===== config.mk =====
export PLATFORM = sky130hd
export DESIGN_NAME = btn_updown_seg_mux
export DESIGN_NICKNAME = d
export VERILOG_FILES = /design/src/rtl/btn_updown_seg_mux.sv
export SDC_FILE = /design/constraint.sdc
export NUM_CORES = 1
export LEC_CHECK = 0
export ABC_AREA = 1
export CAP_MARGIN = 20
export CORE_MARGIN = 5
export CORE_UTILIZATION = 50
export CTS_BUF_LIST = sky130_fd_sc_hd__clkbuf_16
export DETAILED_ROUTE_END_ITERATION = 10
export PLACE_DENSITY = 0.65
export SETUP_SLACK_MARGIN = 0.3
export SLEW_MARGIN = 10
export SYNTH_ARGS = -nofsm -noshare
export SYNTH_HDL_FRONTEND = slang
export SYNTH_SLANG_ARGS = --single-unit

===== constraint.sdc =====
create_clock -name clk -period 4 [get_ports clk]
set_clock_uncertainty 0.05 [all_clocks]
set_input_delay 0.8 -clock clk [delete_from_list [all_inputs] [get_ports clk]]
set_output_delay 0.8 -clock clk [all_outputs]
set_load 0.1 [all_outputs]

===== src/rtl/btn_updown_seg_mux.sv =====
// Debounced up/down/clear push-button counter, NDIG hex/BCD digits with carry and borrow,
// driving a time-multiplexed active-low seven-segment display.
module btn_updown_seg_mux #(
   parameter int NDIG        = 4,
   parameter int DEB_CYCLES  = 1000000,
   parameter int SCAN_CYCLES = 100000,
   parameter int LZB         = 1
) (
   input  logic              clk,
   input  logic              rst,
   input  logic              btn_up,
   input  logic              btn_down,
   input  logic              btn_clr,
   input  logic              mode_dec,
   output logic [NDIG-1:0]   an,
   output logic [6:0]        seg,
   output logic              dp,
   output logic [NDIG*4-1:0] led
);
   localparam int DW = $clog2(DEB_CYCLES);
   localparam int SW = $clog2(SCAN_CYCLES);
   localparam int IW = (NDIG > 1) ? $clog2(NDIG) : 1;
   localparam logic [DW-1:0] DEB_MAX  = DW'(DEB_CYCLES - 1);
   localparam logic [SW-1:0] SCAN_MAX = SW'(SCAN_CYCLES - 1);
   localparam logic [IW-1:0] IDX_MAX  = IW'(NDIG - 1);

   logic [2:0]    raw, sync1, sync2, deb, deb_q, arm, pulse;
   logic [1:0]    sync_ok;
   logic [DW-1:0] deb_cnt [3];
   logic          mode_s1, mode_s2, mode_q, mode_chg;
   logic [3:0]    digits [NDIG];
   logic [3:0]    nxt [NDIG];
   logic [3:0]    dmax;
   logic          wrap, wrap_nxt, cy, allz;
   logic [NDIG-1:0] blank, an_n;
   logic [IW-1:0] idx;
   logic [SW-1:0] tmr;

   assign raw = {btn_clr, btn_down, btn_up};
   // arm blocks the pulse of a button that was already held when reset released
   assign pulse = deb & ~deb_q & arm;

   always_ff @(posedge clk) begin
      if (rst) begin
         sync1   <= '0;
         sync2   <= '0;
         deb     <= '0;
         deb_q   <= '0;
         arm     <= '0;
         sync_ok <= '0;
         for (int i = 0; i < 3; i++) deb_cnt[i] <= '0;
      end else begin
         sync1   <= raw;
         sync2   <= sync1;
         deb_q   <= deb;
         sync_ok <= {sync_ok[0], 1'b1};
         for (int i = 0; i < 3; i++) begin
            if (sync2[i] != deb[i]) begin
               if (deb_cnt[i] == DEB_MAX) begin
                  deb[i]     <= sync2[i];
                  deb_cnt[i] <= '0;
               end else begin
                  deb_cnt[i] <= deb_cnt[i] + 1'b1;
               end
            end else begin
               deb_cnt[i] <= '0;
            end
            if (sync_ok[1] && !sync2[i]) arm[i] <= 1'b1;
         end
      end
   end

   assign mode_chg = mode_s2 != mode_q;
   assign dmax     = mode_s2 ? 4'd9 : 4'hF;

   always_comb begin
      nxt      = digits;
      wrap_nxt = wrap;
      cy       = 1'b1;
      if (pulse[2]) begin
         for (int i = 0; i < NDIG; i++) nxt[i] = 4'h0;
         wrap_nxt = 1'b0;
      end else if (mode_chg) begin
         for (int i = 0; i < NDIG; i++) nxt[i] = 4'h0;
      end else if (pulse[0] && !pulse[1]) begin
         for (int i = 0; i < NDIG; i++) begin
            if (cy) begin
               if (digits[i] == dmax) nxt[i] = 4'h0;
               else begin
                  nxt[i] = digits[i] + 4'd1;
                  cy     = 1'b0;
               end
            end
         end
         if (cy) wrap_nxt = 1'b1;
      end else if (pulse[1] && !pulse[0]) begin
         for (int i = 0; i < NDIG; i++) begin
            if (cy) begin
               if (digits[i] == 4'h0) nxt[i] = dmax;
               else begin
                  nxt[i] = digits[i] - 4'd1;
                  cy     = 1'b0;
               end
            end
         end
         if (cy) wrap_nxt = 1'b1;
      end
   end

   always_ff @(posedge clk) begin
      if (rst) begin
         mode_s1 <= 1'b0;
         mode_s2 <= 1'b0;
         mode_q  <= 1'b0;
         wrap    <= 1'b0;
         for (int i = 0; i < NDIG; i++) digits[i] <= 4'h0;
      end else begin
         mode_s1 <= mode_dec;
         mode_s2 <= mode_s1;
         mode_q  <= mode_s2;
         wrap    <= wrap_nxt;
         digits  <= nxt;
      end
   end

   always_comb begin
      led = '0;
      for (int i = 0; i < NDIG; i++) led[i*4 +: 4] = digits[i];
   end

   // digit i is blank when it and everything above it are zero; digit 0 never blanks
   always_comb begin
      blank = '0;
      allz  = 1'b1;
      for (int i = NDIG - 1; i > 0; i--) begin
         allz     = allz & (digits[i] == 4'h0);
         blank[i] = (LZB != 0) && allz;
      end
      for (int i = 0; i < NDIG; i++) an_n[i] = (idx != IW'(i));
   end

   function automatic logic [6:0] glyph(input logic [3:0] d);
      case (d)
         4'h0: glyph = 7'b1000000;
         4'h1: glyph = 7'b1111001;
         4'h2: glyph = 7'b0100100;
         4'h3: glyph = 7'b0110000;
         4'h4: glyph = 7'b0011001;
         4'h5: glyph = 7'b0010010;
         4'h6: glyph = 7'b0000010;
         4'h7: glyph = 7'b1111000;
         4'h8: glyph = 7'b0000000;
         4'h9: glyph = 7'b0010000;
         4'hA: glyph = 7'b0001000;
         4'hB: glyph = 7'b0000011;
         4'hC: glyph = 7'b1000110;
         4'hD: glyph = 7'b0100001;
         4'hE: glyph = 7'b0000110;
         default: glyph = 7'b0001110;
      endcase
   endfunction

   always_ff @(posedge clk) begin
      if (rst) begin
         idx <= '0;
         tmr <= '0;
         an  <= ~NDIG'(1);
         seg <= 7'b1000000;
         dp  <= 1'b1;
      end else begin
         if (tmr == SCAN_MAX) begin
            tmr <= '0;
            idx <= (idx == IDX_MAX) ? '0 : idx + 1'b1;
         end else begin
            tmr <= tmr + 1'b1;
         end
         an  <= an_n;
         seg <= blank[idx] ? 7'b1111111 : glyph(digits[idx]);
         dp  <= ~((idx == '0) & wrap);
      end
   end
endmodule


Word level (Yosys, flattened, before mapping). Memory sizes are Yosys's and may differ from the RTL's. Index checks and enable logic that the tools add are counted.

Register bits: 68. Memory bits (writable): 60. Memory bits (read-only): 112. Bits of input ports: 6. Output and inout port bits: 28. Word-level logic and storage cells: 227. Memories kept: 2.

Memories: (no name shown) (depth 16, bits a word 7, rd ports 1, clocked after Yosys merged registers in 0, wr ports 0, RTL line 143) `case (d)`; deb_cnt (depth 3, bits a word 20, rd ports 3, clocked after Yosys merged registers in 0, wr ports 3, RTL line 29) `logic [DW-1:0] deb_cnt [3];`.

Add/sub/neg operators: 13. $lt $le $gt $ge: 2. Eq/ne operators: 20. Mux-type cells: 115. Bitwise operators: 18. Reductions and logical operators: 32.

Operators by type and width (number): 2-to-1 mux 20 bit (9); 2-to-1 mux 1 bit (83); 2-to-1 mux 4 bit (16); adder 20 x 1 -> 20 bit (second input constant) (3); equality test 20 bit (second input constant) (3); 2-to-1 mux 16 bit (2); adder 17 x 1 -> 17 bit (second input constant) (1); equality test 17 bit (second input constant) (1); adder 4 x 1 -> 4 bit (second input constant) (4); equality test 4 bit (4); zero test 4 bit (4); subtractor 4 x 1 -> 4 bit (second input constant) (4); nonzero test 2 bit (6); inequality test 2 x 1 -> 1 bit (second input constant) (5); OR 1 bit (9); AND reduction 3 bit (3); binary-select mux 4 bit (select 2 bit) (1); AND 3 bit (2); 2-to-1 mux 6 bit (1); AND reduction 2 bit (3); OR reduction 2 bit (3); logical AND 1 bit (5); zero test 1 bit (5); inequality test 1 bit (4); other kinds (15) (19).

Depth between registers and ports, before layout. Gate-level depths: netlist (run 1).

Word-level depth: 27. Gate-level depth with buffers: 14. Mapped depth without buffers: 13.

Least setup slack after synthesis (run 1). OpenSTA, ideal clock, no wires.

Path kind: reg2reg. Start point: register digits (netlist bit led[9]). End point: register seg[5]. Library setup time: 74 ps. Arrival: 2196 ps. Required time: 3876 ps. Path slack: 1680 ps. Stages on the path, launching flop included: 10. Path buffers: 0. Period minus slack after synthesis: 2320 ps. Cells stage by stage: dfxtp_1 inv_1 o21ai_0 nand2_1 inv_1 ha_1 nand3_1 nand2_1 nand2_1 a31oi_1.

Longest elaborated chain between the ends: 6. Elaborated cells between the ends (all ways): 10. Classes of those cells: 6 x mux; 2 x bitwise; 1 x reduce/logical; 1 x memory.

RTL lines: start, declared (RTL line 31) `logic [3:0] digits [NDIG];`; start signal, assigned (RTL line 122) `digits <= nxt;`; branches (longest 5 deep; another with memory (16 x 7 bit)); 2-to-1 mux 6 bit (*) (RTL line 178) `seg <= blank[idx] ? 7'b1111111 : glyph(digits[idx]);`; end signal, assigned (RTL line 178); end, declared (RTL line 16) `output logic [6:0] seg,`.

Every way passes the cells marked *. The select of a mux whose other input is x is not followed. A chain may end at the register's enable or synchronous reset.

Final worst setup path (run 1).
Start point: register digits (netlist bit led[10]). End point: output port led[10].

RTL lines: end, declared (RTL line 18) `output logic [NDIG*4-1:0] led`.

No word-level cell between the ends.

==> metrics.yaml, run 1 <==
status:
  status: "finished clean"
critical_path:
  reg2reg_start: "deb_cnt[0][0]"
  criticalPathCategory: "reg2out"
  reg2reg_setup_slack_ps: 1650
  path_max_fanout: 9
  slowest_delay_ps: 1220
  start_kind: "register"
  critPathCaptureType: "output pin"
  worst_r2r_path_depth: 8
  timing.critical_path.arrival_ps: 2230
  regToRegEndpoint: "deb_cnt[0][13]"
  cp_slowest_cell: "clkdlybuf4s50_1"
  timing.critical_path.buf_inv: 1
  cp_cell_sequence: "clkdlybuf4s50_1"
  critical_path_required_ps: 3150
  critical-path-top-delay-family: "buffers and inverters"
yosys:
  post_synth_instance_area_um2: 7530
  synth_seq_area_share_pct: 42.0
  yosys-top-cells-area: "edfxtp_1 24%, dfxtp_1 18%, nand2_1 10%"
  synth.ff_latch_count: 128
  synth_edf_count: 60
  synthTopCellsByCount: "202 x nand2_1, 160 x nor2_1, 119 x inv_1"
  synth_top_flop_cell: "dfxtp_1"
  synth_cell_type_count: 40
  netlist.top_cell.by_area: "edfxtp_1"
  fraction_of_registers_with_async_set_reset_pct: 0
  syn_area_per_cell_um2: 7.53
  synthDominantCellAreaShare_pct: 23.9
  synthCells: 1000
  synth_most_common_cell: "nand2_1"
  synthesis.yosys.warnings: 0
route:
  vias_cell: 4.97
  route.antenna.remaining_nets: 0
  first_iter_violations: 512
  vias: 6412
  routed_wire_length_per_instance_um: 12.3
  dr.pass1.iters: 4
  detail_route.wirelength_um: 15900
  drc_errors: 0
die:
  initial_utilization_pct: 51.4
  core_area_um2: 14600
  rows: 44
  fp.dieW_um: 133
  top_level_ports: 34
  floorplan.die_area_um2: 17600
  die_height_um: 133
placed_design:
  buffer_ports.inserted: 33
  worst_setup_slack_post_dpl_ps: 1000
  dpl_cell_area_um2: 8160
  placed_cells_incl_taps: 1257
  dp_wirelength_um: 11500
  place.gp.congestion: 0.887
power_and_ir_drop:
  power_frac_clock_pct: 51.6
  total_switching_power_w: 0.000655
  total_internal_power_w: 0.00253
  power_density_nw_per_um2: 363
  combPwrFrac_pct: 3.3
  total_leakage_power_nw: 3.71
  sw_share_pct: 20.5
  pwr-share-seq_pct: 45.2
  worst_vdd_ir_mv: 0.368
final_layout:
  antenna_cells: 0
  area_growth_syn_to_layout_pct: 16.8
  num-nets-final: 1123
  design_area_um2: 8790
  drive_gt1_share_pct: 7.42
  finish.cell_count_without_fillers: 1289
global_route:
  grt_overflow: 0
  grt_pass1_wl_um: 27800
  grt_max_degree: 21
  grt_use_total_pct: 18.8
  vias_in_the_first_global_route: 6116
  initial_antenna_violation_count: 0
timing:
  minimum_clock_period_ps: 3080
  timing.slew.headroom_pct: 34.7
  fmax_mhz: 324
  postLayoutSetupSlackWorst_ps: 916
  timing_hold_violations_final: 0
  grt_setup_unrepaired: "no"
  worst_pin_slew_ps: 977
  final_setup_violation_count: 0
  worst_hold_slack_after_final_layout_ps: 351
  final_cycle_utilization_of_the_critical_path_pct: 77.1
  fin_setup_tns_ps: 0
  final-max-slew-violation-count: 0
clocking:
  postCtsResizedCells: 0
  clk-insertion-delay-late_ps: 420
  cts.path.max_buffers: 2
  root_buffer: "clkbuf_16"
  clkTransAtPathRegs_ps: 60
  numClockSinks: 128
  cts_max_level: 4
  post_cts_hold_buffer_count: 0
  tritoncts: "yes"
  tritoncts_buffers: 17
  cts_setup_buffers: 0
hold_path:
  hold_path_class: "reg2reg"
  whs_endpoint: "sync2[2]"
  holdPathStages: 2
  hold_sp: "sync1[2]"
flow_run:
  number_of_max_capacitance_violations_reported: 0
[sequential cells by signal (all words and copies together) (netlist names), 2 cells and up]
name / flops
deb_q: 3
sync2: 3
idx: 2
tmr: 17
sync1: 3
deb: 3
deb_cnt: 60
arm: 3
led: 16
sync_ok: 2
seg: 7
an: 4
[tightest hold or removal path, cell delays in order, from the launching register on]
cell     delay (ps)
dfxtp_1         290
inv_1            40
nor2_1           30
[per-layer routing]
layer / vias to the layer above / global-route usage (%) / routed length (µm)
li1: 3387 / - / -
met5: - / 0 / 0
met2: 125 / 30.3 / 7330
met4: 0 / 6.29 / 194
met3: 22 / 4.48 / 738
met1: 2878 / 25.0 / 7600
[area by class of cell]
cell class	instances	area [µm²]
multi-input cells	784	3950
inverters	125	469
well taps	184	230
flip-flops and latches	128	3160
repair buffers	36	353
clock inverters	15	203
clock buffers	17	425
fillers	1355	5850
[placed cells by master, fill, tap and decap left out, types with 17 or more instances in the layout]
| cell | instances |
|---|---|
| a21oi_1 | 46 |
| clkbuf_16 | 17 |
| clkdlybuf4s50_1 | 33 |
| conb_1 | 60 |
| dfxtp_1 | 68 |
| edfxtp_1 | 60 |
| ha_1 | 25 |
| inv_1 | 123 |
| nand2_1 | 202 |
| nand3_1 | 74 |
| nand4_1 | 24 |
| nor2_1 | 160 |
| nor3_1 | 38 |
| o21ai_0 | 34 |
| xor2_1 | 24 |
[through the flow]
| stage | utilization (%) | power, W |
|---|---|---|
| after floorplan | - | 0.00154 |
| after global placement | 55.8 | 0.00157 |
| after detailed placement | 55.8 | 0.00157 |
| after CTS | 60.0 | 0.00321 |
| after global routing | 60.0 | 0.00331 |
| final | 60.0 | 0.00319 |
[how the worst max path moves through the flow]
| stage | depth (start not counted) | slack (ps) | start | to |
|---|---|---|---|---|
| final | 1 | 920 | led[10] | led[10] |
| after detailed placement | 4 | 1000 | rst | deb_cnt[0][13] |
| after floorplan | 9 | 1680 | led[9] | seg[5] |
| after CTS | 1 | 910 | led[10] | led[10] |
| after global placement | 4 | 1070 | rst | deb_cnt[0][11] |
| after global routing | 1 | 840 | led[10] | led[10] |
[power by group through the flow]
stage / registers, W / clock network [W] / logic (W)
floorplan: 0.00146 / 0 / 0.0000867
global placement: 0.00147 / 0 / 0.000102
detailed placement: 0.00147 / 0 / 0.000102
CTS: 0.00144 / 0.00167 / 0.000103
global route: 0.00145 / 0.00174 / 0.000122
finish: 0.00144 / 0.00164 / 0.000104
[cell families (layout without fill, tap and decap cells)]
group	count (synthesis)	in the layout	share of synthesized area (%)
XOR/XNOR	37	37	4.31
other	1	60	0.0498
flip-flops	128	128	42.0
buffers and inverters	147	193	8.46
adder cells (fa/ha/maj)	25	25	4.16
AND/OR/NAND/NOR	559	559	33.8
AO/OA/AOI/OAI	103	103	7.25
No activity file was read; power rests on OpenSTA's default activity.
==> run 2: changes to the inputs <==
==> constraint.sdc (replaced) <==
create_clock -name clk -period 3 [get_ports clk]
set_clock_uncertainty 0.05 [all_clocks]
set_input_delay 0.6 -clock clk [delete_from_list [all_inputs] [get_ports clk]]
set_output_delay 0.6 -clock clk [all_outputs]
set_load 0.1 [all_outputs]
==> run 2 against run 1 <==
First-iteration DRC count shrank 19%. Sequential share of layout area grew 0.35 points. Die area is the same. Flip-flop and latch count is the same. Cell area shrank 0.97%. Sequential power grew 33%. Register-to-register slack lost 790 ps. Global-route usage shrank 0.68 points. Via count grew 0.23%.
==> metrics.yaml, run 2 (same netlist as run 1, synthesis figures left out) <==
status:
  status: "finished clean"
timing:
  grt_setup_unrepaired: "no"
  final_setup_violation_count: 0  # unchanged
  timing_hold_violations_final: 0  # unchanged
  fmax_mhz: 468
  timing.slew.headroom_pct: 59.6  # +25 points
  fin_setup_tns_ps: 0  # unchanged
  minimum_clock_period_ps: 2140
  final-max-slew-violation-count: 0  # unchanged
  worst_pin_slew_ps: 606  # -371 ps
  final_cycle_utilization_of_the_critical_path_pct: 71.2
clocking:
  cts_setup_buffers: 0  # unchanged
  post_cts_hold_buffer_count: 0  # unchanged
  clk-insertion-delay-late_ps: 420  # about the same
  cts_max_level: 4  # unchanged
  clkTransAtPathRegs_ps: 60  # about the same
  tritoncts: "yes"
  numClockSinks: 128  # unchanged
  tritoncts_buffers: 17  # unchanged
  cts.path.max_buffers: 2  # unchanged
  postCtsResizedCells: 0  # unchanged
  root_buffer: "clkbuf_16"
die:
  fp.dieW_um: 133  # unchanged
  die_height_um: 133  # unchanged
  floorplan.die_area_um2: 17600  # unchanged
  initial_utilization_pct: 51.4  # unchanged
  core_area_um2: 14600  # unchanged
  rows: 44  # unchanged
  top_level_ports: 34  # unchanged
final_layout:
  drive_gt1_share_pct: 10.5  # +3.1 points
  final_core_utilization_pct: 59.5  # -0.58 points
  largest_reg_flops: 60  # unchanged
  final_common_cell: "nand2_1"
  area_growth_syn_to_layout_pct: 15.7
  most-common-layout-cells: "202 x nand2_1, 160 x nor2_1, 119 x inv_1"
  num-nets-final: 1125  # +0.18%
  antenna_cells: 0  # unchanged
  design_area_um2: 8710  # -0.97%
  max_flop_register: "deb_cnt"
critical_path:
  reg2reg_start: "idx[0]"
  worst_setup_path_startpoint: "idx[0]"
  cp_slowest_cell: "dfxtp_1"
  cp_cell_sequence: "inv_2 -> nand2_1 -> nand3_1 -> nand2_1 -> inv_1 -> ha_1 -> inv_1 -> nand2_1 -> o211ai_1 -> nand3_1 -> nand2_1 -> inv_1"
  path_max_fanout: 14  # +5
  regToRegEndpoint: "seg[0]"
  worst_r2r_path_depth: 12  # +4
  crit_end: "seg[0]"
  critPathCaptureType: "register"
  timing.critical_path.arrival_ps: 2400  # +170 ps
  start_kind: "register"
  reg2reg_setup_slack_ps: 860  # -790 ps
  critPathMostFrequentCell: "nand2_1"
  crit_cells: 12  # +11
  slowest_delay_ps: 610  # -610 ps
  critical_path_required_ps: 3260  # +110 ps
  criticalPathCategory: "reg2reg"
  timing.critical_path.buf_inv: 4  # +3
  critical-path-top-delay-family: "flip-flops"
global_route:
  grt_overflow: 0  # unchanged
  vias_in_the_first_global_route: 5830  # -4.7%
  initial_antenna_violation_count: 0  # unchanged
  grt_max_degree: 28  # +33%
  grt_pass1_wl_um: 26800  # -3.6%
  grt_use_total_pct: 18.1  # -0.68 points
route:
  routed_wire_length_per_instance_um: 12.1  # -1.9%
  route.antenna.remaining_nets: 0  # unchanged
  vias: 6427  # +0.23%
  detail_route.wirelength_um: 15600  # -1.8%
  dr.pass1.iters: 4  # unchanged
  drc_errors: 0  # unchanged
  vias_cell: 4.98  # about the same
  first_iter_violations: 416  # -19%
power_and_ir_drop:
  worst_vdd_ir_mv: 0.447  # +21%
  power_frac_clock_pct: 50.0  # -1.6 points
  power_density_nw_per_um2: 473  # +30%
  total_switching_power_w: 0.000944  # +44%
  sw_share_pct: 22.9  # +2.4 points
  total_leakage_power_nw: 3.74  # +0.78%
  combPwrFrac_pct: 3.4  # about the same
  total_internal_power_w: 0.00317  # +25%
  pwr-share-seq_pct: 46.6  # +1.4 points
hold_path:
  hold_path_class: "reg2reg"
flow_run:
  number_of_max_capacitance_violations_reported: 0  # unchanged
placed_design:
  dp_wirelength_um: 11300  # -1.0%
  place.gp.congestion: 0.884  # -0.38%
  buffer_ports.inserted: 33  # unchanged
  dpl_cell_area_um2: 8110  # -0.67%
-- run 2: stage by stage --
step           hold WS, ps  total power [W]  worst slack [ps]  std cells
2_1_floorplan          331          0.00206               680       1059
3_3_place_gp           339          0.00209               827       1259
3_5_place_dp           346          0.00209               801       1259
4_1_cts                355          0.00415               866       1291
5_1_grt                366          0.00427               625       1291
6_report               356          0.00411               864       1291
-- run 2: area by class of cell --
| cell class | count | area, µm² |
|---|---|---|
| multi-input combinational | 784 | 3950 |
| timing repair buffer | 38 | 298 |
| clock inverter | 13 | 123 |
| clock buffer | 19 | 475 |
| inverter | 125 | 469 |
| tap | 184 | 230 |
| sequential | 128 | 3160 |
| fill | 1369 | 5940 |
-- run 2: worst reg2reg max path: stages, from the launching register on --
cell,delay (ps)
dfxtp_1,610
inv_2,220
nand2_1,100
nand3_1,70
nand2_1,210
inv_1,120
ha_1,240
inv_1,90
nand2_1,60
o211ai_1,80
nand3_1,80
nand2_1,60
inv_1,40
-- run 2: power by group through the flow --
stage	registers, W	logic (W)	clock network (W)
2_1_floorplan	0.00194	0.000116	0
3_3_place_gp	0.00195	0.000137	0
3_5_place_dp	0.00196	0.000138	0
4_1_cts	0.00192	0.000139	0.00209
5_1_grt	0.00193	0.000163	0.00218
6_report	0.00192	0.000140	0.00206
-- run 2: how the worst min path moves through the flow --
stage | start | endpoint | cells past startpoint
final | sync_ok[0] | sync_ok[1] | 2
after global routing | sync1[1] | sync2[1] | 2
after CTS | sync_ok[0] | sync_ok[1] | 2
after detailed placement | sync1[2] | sync2[2] | 2
after global placement | sync_ok[0] | sync_ok[1] | 2
after floorplan | wrap | dp | 1
-- run 2: per-layer routing --
metal  vias up  wire length [µm]  track usage, %
li1       3398                 -               -
met2       100              7090            28.6
met4         0               201            5.54
met3        20               539            3.53
met5         -                 0               0
met1      2909              7760            25.3
==> run 3: changes to the inputs <==
==> constraint.sdc (replaced) <==
create_clock -name clk -period 2.2 [get_ports clk]
set_clock_uncertainty 0.05 [all_clocks]
set_input_delay 0.44 -clock clk [delete_from_list [all_inputs] [get_ports clk]]
set_output_delay 0.44 -clock clk [all_outputs]
set_load 0.1 [all_outputs]
==> run 3 against run 2 <==
Non-clock buffer count grew 16. Die area is the same. Cell area is 3.0% higher. Cell count rose by 1.4%. Clock power rose by 30%. Register-to-register slack got worse by 450 ps. Combinational power up 52%. Sequential share of layout area decreased by 0.72 points. First-iteration DRC count up 11%. Via count rose by 1.5%. Largest power group unchanged. Highest routed layer unchanged.
==> metrics.yaml, run 3 (same netlist as run 1, synthesis figures left out) <==
status:
  status: "finished clean"
critical_path:
  cp_cell_sequence: "ha_2 -> nand2_1 -> nor2_4 -> inv_2 -> nor3_4 -> nand3_2 -> nand3_1 -> buf_12 -> a21oi_1"
  critical-path-top-delay-family: "simple AND/OR/NAND/NOR gates"
  timing.critical_path.arrival_ps: 1900  # -500 ps
  start_kind: "register"
  critPathCaptureType: "register"
  timing.critical_path.buf_inv: 2  # -2
  criticalPathCategory: "reg2reg"
  reg2reg_setup_slack_ps: 420  # -450 ps
  critical_path_required_ps: 2320  # -940 ps
  path_max_fanout: 20  # +6
  cp_slowest_cell: "edfxtp_1"
  slowest_delay_ps: 360  # -250 ps
route:
  first_iter_violations: 462  # +11%
  route.antenna.remaining_nets: 0  # unchanged
  met3RoutedLength_um: 501  # -7.1%
  wl_met1_um: 8140  # +5.0%
  routed_wire_length_per_instance_um: 12.3  # +1.9%
  routed.top_layer: "met4"
  drc_errors: 0  # unchanged
  vias: 6523  # +1.5%
  met2_wirelength_um: 7240  # +2.1%
  dr.pass1.iters: 5  # +1
  detail_route.wirelength_um: 16100  # +3.3%
  vias_cell: 4.98  # about the same
die:
  initial_utilization_pct: 51.4  # unchanged
  top_level_ports: 34  # unchanged
  core_area_um2: 14600  # unchanged
  fp.dieW_um: 133  # unchanged
  floorplan.die_area_um2: 17600  # unchanged
  die_height_um: 133  # unchanged
  rows: 44  # unchanged
placed_design:
  dp_wirelength_um: 11400  # +0.57%
  place.gp.congestion: 0.913  # +3.3%
  buffer_ports.inserted: 33  # unchanged
timing:
  grt_setup_unrepaired: "yes"
  fin_setup_tns_ps: 0  # unchanged
  worst_pin_slew_ps: 543  # -62.9 ps
  fmax_mhz: 561  # +20%
  final-max-slew-violation-count: 0  # unchanged
  minimum_clock_period_ps: 1780  # -353 ps
  timing.slew.headroom_pct: 63.8  # +4.2 points
  final_cycle_utilization_of_the_critical_path_pct: 81.0  # +9.8 points
  worst_hold_slack_after_final_layout_ps: 351  # -4.92 ps
  timing_hold_violations_final: 0  # unchanged
  final_setup_violation_count: 0  # unchanged
flow_run:
  number_of_max_capacitance_violations_reported: 0  # unchanged
global_route:
  grt_max_degree: 21  # -25%
  grt_use_total_pct: 18.5  # +0.33 points
  grt_pass1_wl_um: 27200  # +1.5%
  grt_overflow: 0  # unchanged
  initial_antenna_violation_count: 0  # unchanged
  vias_in_the_first_global_route: 5932  # +1.7%
final_layout:
  most-common-layout-cells: "199 x nand2_1, 159 x nor2_1, 118 x inv_1"
  largest_reg_flops: 60  # unchanged
  antenna_cells: 0  # unchanged
  max_flop_register: "deb_cnt"
  final_common_cell: "nand2_1"
  drive_gt1_share_pct: 14.4  # +3.9 points
  num-nets-final: 1143  # +1.6%
  area_growth_syn_to_layout_pct: 19.1
clocking:
  cts_max_level: 4  # unchanged
  clk-insertion-delay-late_ps: 420  # about the same
  tritoncts_buffers: 17  # unchanged
  tritoncts: "yes"
  numClockSinks: 128  # unchanged
  clkTransAtPathRegs_ps: 60  # about the same
  cts.path.max_buffers: 2  # unchanged
  root_buffer: "clkbuf_16"
power_and_ir_drop:
  power_density_nw_per_um2: 614  # +30%
  worst_vdd_ir_mv: 0.550  # +23%
  total_leakage_power_nw: 3.84  # +2.5%
hold_path:
  hold_path_class: "reg2reg"
==> run 3: cell types whose count changed in the layout (fill, tap and decap cells not counted), moves of 4 or more <==
cell	change
buf_4	+13
clkinv_1	+4
clkinv_4	-4
dfxtp_1	-18
dfxtp_2	+15
==> run 3: repair_timing <==
action                     in CTS  in global routing
setup endpoints to repair      64                 79
pin swaps                       0                  4
buffers inserted                2                  6
hold buffers                    0                  0
cloned                          0                  2
gates resized for setup         2                 24
==> run 3: metrics by stage <==
stage	utilization (%)	power [W]	worst slack [ps]	instances	instance area (µm²)
after global placement	56.1	0.00286	262	1267	8220
after detailed placement	56.1	0.00286	189	1267	8220
after CTS	60.2	0.00556	324	1301	8820
final	61.2	0.00551	418	1309	8970
after global routing	61.2	0.00571	242	1309	8970
after floorplan	-	0.00280	307	1059	7770
==> run 3: final timing paths <==
| check | startpoint | endpoint | cells past startpoint |
|---|---|---|---|
| setup reg to reg | deb_cnt[2][0] | deb_cnt[2][19] | 9 |
| setup / recovery | deb_cnt[2][0] | deb_cnt[2][19] | 9 |
| hold reg to reg | mode_s1 | mode_s2 | 2 |
| hold / removal | mode_s1 | mode_s2 | 2 |
==> run 3: worst min-delay path, cell delays in order (launching register included) <==
cell and delay [ps]:
dfxtp_1 290, inv_1 40, nor2_1 30
==> run 3: final cells by class <==
| type | count | area, µm² |
|---|---|---|
| clock inverters | 12 | 76.3 |
| clock buffers | 20 | 500 |
| fillers | 1365 | 5680 |
| multi-input cells | 786 | 4050 |
| flip-flops and latches | 128 | 3190 |
| repair buffers | 54 | 447 |
| inverters | 125 | 472 |
| well taps | 184 | 230 |
==> run 3: layer usage <==
metal / vias up / global-route usage, %
met3: 20 / 3.53
li1: 3436 / -
met5: - / 0
met2: 106 / 28.8
met1: 2961 / 25.8
met4: 0 / 6.41
==> run 3: where the power goes <==
part	switching, W	internal (W)	total [W]	leakage [nW]
clock	0.00105	0.00163	0.00268	0.279
sequential	0.0000560	0.00255	0.00261	1.18
combinational	0.000139	0.0000749	0.000213	2.38
total	0.00125	0.00426	0.00551	3.84
